### src/rtl/slave_bus_master.sv
// rtl/slave_bus_master.sv - card-select slave bus initiator: one core request -> one bus cycle
//
// Turns a single valid/ready request from the core into a card-select bus
// cycle and returns a one-cycle response. Only one request is ever outstanding.
//
// Ports:
//   clk, reset            clock; synchronous active-high reset
//   req_valid/req_ready   request handshake (ready only in IDLE)
//   req_wr/addr/wdata     request contents (1=write), 5-bit register index
//   AO/CARDSEL/WR_N/DO    registered bus outputs, AO = {SLAVE_PREFIX, 2'b00, addr}
//   SACK_N/DI             slave acknowledge (active low, one-cycle pulse) and read data
//   rsp_valid/rdata/err   one-cycle response strobe, read data, timeout flag
//   busy                  high whenever the FSM is not IDLE
//
// Optional feature: define SLAVE_BUS_MASTER_TIMEOUT_EN to abort a bus cycle
// with rsp_err=1 after TIMEOUT_CYCLES cycles without an acknowledge.

module slave_bus_master #(
  parameter logic [2:0] SLAVE_PREFIX   = 3'b011,
  parameter int         DATA_W         = 32,
  parameter int         GAP_CYCLES     = 2,
  parameter int         TIMEOUT_CYCLES = 16
) (
  input  logic              clk,
  input  logic              reset,
  input  logic              req_valid,
  output logic              req_ready,
  input  logic              req_wr,
  input  logic [4:0]        req_addr,
  input  logic [DATA_W-1:0] req_wdata,
  output logic [9:0]        AO,
  output logic              CARDSEL,
  output logic              WR_N,
  output logic [DATA_W-1:0] DO,
  input  logic              SACK_N,
  input  logic [DATA_W-1:0] DI,
  output logic              rsp_valid,
  output logic [DATA_W-1:0] rsp_rdata,
  output logic              rsp_err,
  output logic              busy
);

  // The slave edge detector needs at least two deselected cycles to re-arm.
  if (GAP_CYCLES < 2 || TIMEOUT_CYCLES < 1) begin : g_bad_cfg
    $error("slave_bus_master: GAP_CYCLES must be >= 2 and TIMEOUT_CYCLES >= 1");
  end

  typedef enum logic [1:0] {IDLE, ACTIVE, RESP, GAP} state_t;

  localparam int GAP_W = $clog2(GAP_CYCLES + 1);

  state_t            state, state_d;
  logic [GAP_W-1:0]  gap_cnt, gap_cnt_d;
  logic [9:0]        ao_d;
  logic              cardsel_d, wr_n_d, rsp_valid_d;
  logic [DATA_W-1:0] do_d, rsp_rdata_d;

`ifdef SLAVE_BUS_MASTER_TIMEOUT_EN
  localparam int TO_W = $clog2(TIMEOUT_CYCLES + 1);
  logic [TO_W-1:0] wait_cnt, wait_cnt_d;
  logic            rsp_err_q, rsp_err_d;
  assign rsp_err = rsp_err_q;
`else
  assign rsp_err = 1'b0;
`endif

  assign req_ready = (state == IDLE);
  assign busy      = (state != IDLE);

  always_comb begin
    state_d     = state;
    gap_cnt_d   = gap_cnt;
    ao_d        = AO;
    cardsel_d   = CARDSEL;
    wr_n_d      = WR_N;
    do_d        = DO;
    rsp_valid_d = 1'b0;
    rsp_rdata_d = rsp_rdata;
`ifdef SLAVE_BUS_MASTER_TIMEOUT_EN
    wait_cnt_d  = wait_cnt;
    rsp_err_d   = 1'b0;
`endif
    case (state)
      IDLE: begin
        if (req_valid) begin
          state_d   = ACTIVE;
          cardsel_d = 1'b1;
          ao_d      = {SLAVE_PREFIX, 2'b00, req_addr};
          wr_n_d    = ~req_wr;
          do_d      = req_wdata;
`ifdef SLAVE_BUS_MASTER_TIMEOUT_EN
          wait_cnt_d = '0;
`endif
        end
      end
      ACTIVE: begin
        // The ack is tested first so it wins over a timeout on the same edge.
        if (!SACK_N) begin
          state_d     = RESP;
          cardsel_d   = 1'b0;
          wr_n_d      = 1'b1;
          rsp_valid_d = 1'b1;
          rsp_rdata_d = WR_N ? DI : '0;
        end
`ifdef SLAVE_BUS_MASTER_TIMEOUT_EN
        else if (wait_cnt == TO_W'(TIMEOUT_CYCLES)) begin
          state_d     = RESP;
          cardsel_d   = 1'b0;
          wr_n_d      = 1'b1;
          rsp_valid_d = 1'b1;
          rsp_rdata_d = '0;
          rsp_err_d   = 1'b1;
        end else begin
          wait_cnt_d = wait_cnt + TO_W'(1);
        end
`endif
      end
      RESP: begin
        state_d   = GAP;
        gap_cnt_d = GAP_W'(GAP_CYCLES - 1);
      end
      GAP: begin
        if (gap_cnt == '0) state_d = IDLE;
        else               gap_cnt_d = gap_cnt - GAP_W'(1);
      end
      default: state_d = IDLE;
    endcase
  end

  always_ff @(posedge clk) begin
    if (reset) begin
      state     <= IDLE;
      gap_cnt   <= '0;
      AO        <= '0;
      CARDSEL   <= 1'b0;
      WR_N      <= 1'b1;
      DO        <= '0;
      rsp_valid <= 1'b0;
      rsp_rdata <= '0;
`ifdef SLAVE_BUS_MASTER_TIMEOUT_EN
      wait_cnt  <= '0;
      rsp_err_q <= 1'b0;
`endif
    end else begin
      state     <= state_d;
      gap_cnt   <= gap_cnt_d;
      AO        <= ao_d;
      CARDSEL   <= cardsel_d;
      WR_N      <= wr_n_d;
      DO        <= do_d;
      rsp_valid <= rsp_valid_d;
      rsp_rdata <= rsp_rdata_d;
`ifdef SLAVE_BUS_MASTER_TIMEOUT_EN
      wait_cnt  <= wait_cnt_d;
      rsp_err_q <= rsp_err_d;
`endif
    end
  end

endmodule

### config.mk
export PLATFORM = sky130hd
export DESIGN_NAME = slave_bus_master
export DESIGN_NICKNAME = d
export VERILOG_FILES = /design/src/rtl/slave_bus_master.sv
export SDC_FILE = /design/constraint.sdc
export NUM_CORES = 1
export LEC_CHECK = 0
export ABC_CLOCK_PERIOD_IN_PS = 1600
export BUFFER_PORTS_ARGS = -buffer_cell sky130_fd_sc_hd__buf_4
export CAP_MARGIN = 20
export CORE_MARGIN = 4
export CORE_UTILIZATION = 44
export DETAILED_ROUTE_END_ITERATION = 12
export GPL_ROUTABILITY_DRIVEN = 0
export PLACE_DENSITY_LB_ADDON = 0.08
export SLEW_MARGIN = 20
export SYNTH_ARGS = -nofsm -noshare
export SYNTH_HDL_FRONTEND = slang
export SYNTH_SLANG_ARGS = --single-unit
### constraint.sdc
create_clock -name clk -period 1.6 [get_ports clk]
set_input_delay 0.16 -clock clk [delete_from_list [all_inputs] [get_ports clk]]
set_output_delay 0.16 -clock clk [all_outputs]
set_load 0.02 [all_outputs]
After elaboration in Yosys (flattened, before gate mapping)
Cells that the tools add are included.
{"block": "totals", "wordCells": 44, "inputBits": 74, "regBits": 77}
{"block": "op_classes", "mux": 14, "add_sub_neg": 1, "eq_ne": 7, "bitwise": 3, "n_reduce_logical": 11}
{"op": "$mux 32", "n": 1}
{"op": "$mux 2", "n": 4}
{"op": "$ne 2x2->1 const B", "n": 4}
{"op": "$pmux 2 s4", "n": 1}
{"op": "$reduce_and 2->1", "n": 3}
{"op": "$reduce_and 3->1", "n": 2}
{"op": "$reduce_bool 2->1", "n": 3}
{"op": "$mux 1", "n": 5}
{"op": "$eq 2x2->1 const B", "n": 2}
{"op": "$logic_not 2->1", "n": 2}
{"op": "$pmux 1 s2", "n": 2}
{"op": "$pmux 2 s2", "n": 1}
{"op": "$not 1->1", "n": 3}
{"op": "$eq 2x1->1 const B", "n": 1}
{"op": "$reduce_or 2->1", "n": 1}
{"op": "$sub 2x1->2 const B", "n": 1}

Longest topological paths before layout
{"block": "depth", "depth_word": 3, "ltp_mapped": 7, "ltp_nobuf": 5}

Worst setup path after synthesis
OpenSTA, ideal clock, no wires.
{"block": "synth_timing", "path_kind": "reg-to-reg", "start": "register state[0]", "end": "register AO[0]", "period_less_slack_ps": 1525, "n_path_buf": 2, "arrival_ps": 1455, "setup_slack_ps": 75, "setup_ps": 70, "stages_incl_launch_ff": 8, "path_cell_list": "dfxtp_1 -> inv_1 -> ha_1 -> and2_1 -> buf_2 -> buf_4 -> nand2_1 -> a21oi_1"}
{"block": "synth_between", "elab_chain_len": 2}
{"item": "start, declared", "line": "52", "source": "state_t state, state_d;"}
{"item": "start signal, assigned", "line": "145", "source": "state <= state_d;"}
{"item": "$logic_not 2->1"}
{"item": "net req_ready", "line": "27", "source": "output logic req_ready,"}
{"item": "$reduce_and 2->1 (no source line)"}
{"item": "end signal, assigned", "line": "147", "source": "AO <= ao_d;"}
{"item": "end, declared", "line": "31", "source": "output logic [9:0] AO,"}
The timed path passes the listed nets, and every way through them passes these cells.
A chain may end at the register's enable or synchronous reset.

Worst setup path after layout
{"block": "layout_timing", "start": "register state[0]", "end": "output busy"}
{"block": "layout_between", "elab_chain_len": 1}
{"item": "$reduce_bool 2->1", "line": "68", "source": "assign busy = (state != IDLE);"}
{"item": "end, declared", "line": "40", "source": "output logic busy"}
No other way between the ends.

==> results.py <==
metrics = {
    "global_routing": {
        "grt_usage_pct": 18.2,
        "grt_pass1_vias": 2395,
        "grt_max_degree": 38,
        "grt_pass1_wl_mm": 11.0,
        "antenna_found_initial": 0,
        "overflow": 0,
    },
    "cts": {
        "cts-root-buf": "clkbuf_8",
        "clk_pin_slew_worst_paths_ps": 80,
        "cts_made_buffers": 9,
        "ctsResizeCount": 0,
        "cts_hold_buf": 0,
        "cts_tree": "done",
        "clkSinkCount": 77,
        "cts-htree-levels": 3,
        "clk_path_buf_depth": 2,
        "postCtsSetupRepairBufs": 0,
        "insertion_delay_ps": 330,
    },
    "synthesis": {
        "syn_avg_cell_area_um2": 9.41,
        "ys_ff_latch": 77,
        "yosys_warnings": 0,
        "synth_cell_types": 28,
        "synthTopCellsByArea": "dfxtp_1 (56%), nand2_1 (11%), a22o_1 (10%), a21oi_1 (7.4%), buf_4 (2.7%)",
        "synth.cell_area_um2": 2780,
        "synth_area_leader_cell": "dfxtp_1",
        "synth_top_area_share_pct": 55.5,
        "yosysSeqAreaShare_pct": 55.5,
        "postSynthCellCount": 295,
    },
    "setup_path": {
        "required_ps": 1440,
        "cp_slowest_stage_delay_ps": 340,
        "path_cells": "inv_1 -> ha_2 -> inv_1 -> buf_4",
        "worstReg2RegEnd": "rsp_rdata[25]$_SDFFE_PP0P_",
        "start_kind": "register",
        "path_class": "reg -> out",
        "crit_path_top_delay_cell": "dfxtp_1",
        "endpoint_kind": "output pin",
        "reg2regPathDepth": 6,
        "reg2reg_from": "state[1]$_SDFFE_PP0P_",
        "crit_fanout": 8,
        "ff2ff_setup_slack_ps": 100,
        "critPathArrivalTime_ps": 1340,
        "cpMostUsedCell": "inv_1",
    },
    "cells_and_area": {
        "drive_gt1_share_pct": 39.6,
        "area_growth_pct": 51.0,
        "fillers": 505,
        "layout_commonest_cell": "buf_4",
        "antennaDiodeCount": 0,
        "nets": 520,
        "final_cell_mix": "buf_4 (153), nand2_1 (78), dfxtp_1 (77)",
    },
    "floorplan": {
        "die-area_um2": 7640,
        "die_w_um": 87.4,
        "initial_utilization_pct": 46.1,
        "core-area_um2": 6030,
        "ios": 154,
        "die_h_um": 87.4,
        "std_cell_rows": 28,
    },
    "power_and_ir_drop": {
        "vdd_drop_max_uv": 1020,
        "p_leak_nw": 1.96,
        "power.total_mw": 6.79,
        "power_density_nw_per_um2": 1620,
    },
    "hold_path": {
        "hold_path_end": "rsp_rdata[13]$_SDFFE_PP0P_",
        "hp-class": "in -> reg",
        "hold_path.startpoint": "DI[13]",
        "whs_path_depth": 2,
    },
    "timing": {
        "hold_viol": 0,
        "clock.fmax_mhz": 666,
        "slew_violations": 0,
        "min_period_ps": 1500,
        "period_share_pct": 93.8,
        "rsz0062_at_grt": "false",
        "fin_skew_ps": 10.4,
        "fin_setup_tns_ps": 0,
        "finalSetupViolCount": 0,
    },
    "routing": {
        "drt_first_pass_iters": 4,
        "vias_per_cell": 4.87,
        "drtAntennaViolNets": 0,
        "drt-total-wl_mm": 7.25,
        "drc": 0,
        "vias": 2534,
        "drtIter0Drc": 69,
        "wl_per_cell_um": 13.9,
    },
    "placed_design": {
        "dp_hpwl_mm": 5.28,
        "port_buffers": 149,
    },
    "run": {
        "drv_cap": 0,
    },
    "run_status": {
        "outcome": "finished, final reports clean",
    },
}
## area by class of cell
cell class | instances | area [um^2] | area share, %
flip-flops and latches | 77 | 1540 | 36.8
repair buffers | 156 | 1210 | 28.8
multi-input cells | 190 | 1060 | 25.4
clock inverters | 6 | 134 | 3.19
clock buffers | 10 | 128 | 3.05
well taps | 75 | 93.8 | 2.24
inverters | 6 | 22.5 | 0.537
## power breakdown
| group | switching, mW | total (mW) | internal (mW) |
|---|---|---|---|
| Combinational | 1.36 | 2.41 | 1.06 |
| Sequential | 0.204 | 2.49 | 2.29 |
| Clock | 0.680 | 1.88 | 1.20 |
| Total | 2.24 | 6.79 | 4.55 |
## layer usage
| metal | track usage [%] | wire length (um) |
|---|---|---|
| met1 | 20.7 | 2950 |
| met5 | 0 | 0 |
| met2 | 29.7 | 3430 |
| met4 | 6.69 | 76 |
| met3 | 8.51 | 797 |
## flip-flops by register name (all words and copies together) (netlist names)
register   cells
DO            32
rsp_rdata     32
AO             6
gap_cnt        2
state          2
CARDSEL        1
WR_N           1
rsp_valid      1
## worst max-delay path by stage
stage / start / cells past startpoint / end / slack (ps)
2_1_floorplan: state[0]$_SDFFE_PP0P_ / 7 / AO[0]$_SDFFE_PP0P_ / 70
3_3_place_gp: state[1]$_SDFFE_PP0P_ / 6 / rsp_rdata[16]$_SDFFE_PP0P_ / 180
3_5_place_dp: state[0]$_SDFFE_PP0P_ / 6 / DO[15]$_SDFFE_PP0P_ / 110
4_1_cts: state[0]$_SDFFE_PP0P_ / 4 / busy / 9
5_1_grt: state[0]$_SDFFE_PP0P_ / 6 / DO[1]$_SDFFE_PP0P_ / 3
6_report: state[0]$_SDFFE_PP0P_ / 4 / busy / 100
## stage by stage
stage / area [um^2] / hold WS [ps] / setup slack, ps / instances / utilization, %
after global routing: 4190 / 20.1 / 2.55 / 520 / 69.5
after detailed placement: 3930 / 372 / 112 / 504 / 65.2
final: 4190 / 33.1 / 99.2 / 520 / 69.5
after floorplan: 2790 / 285 / 74.8 / 298 / -
after CTS: 4190 / 13.3 / 9.09 / 520 / 69.5
after global placement: 3930 / 370 / 184 / 504 / 65.2
## Yosys cell counts
library cell  instances
nor2b_1               2
nor3_1                2
inv_1                 6
nand2b_1              3
a31oi_1               1
nand2_2               1
conb_1                1
nand3_1               1
nand2_1              78
or2_2                 1
buf_4                10
nor3b_2               1
nor3b_1               1
clkbuf_1              5
dfxtp_1              77
nand2b_2              1
buf_6                 4
nor2_1                5
o311a_1               1
buf_2                 6
o31ai_1               3
o211ai_1              1
a22o_1               32
a21oi_1              41
nand4_1               1
o21a_1                1
ha_1                  6
and2_1                3
## logic make-up (layout without fill, tap and decap cells)
kind of cell | count (synthesis) | after routing | share of synthesized area [%]
flip-flops | 77 | 77 | 55.5
buffers and inverters | 31 | 178 | 6.90
AO/OA/AOI/OAI | 80 | 80 | 19.4
AND/OR/NAND/NOR | 100 | 100 | 15.3
adder cells (fa/ha/maj) | 6 | 6 | 2.71
other | 1 | 4 | 0.135
## critical path: cells and delay by family (launching register included)
family	cells	cell delay [ps]
adders and majority gates	1	270
buffers and inverters	3	400
DFF	1	340
(Power assumes the default switching activity.)
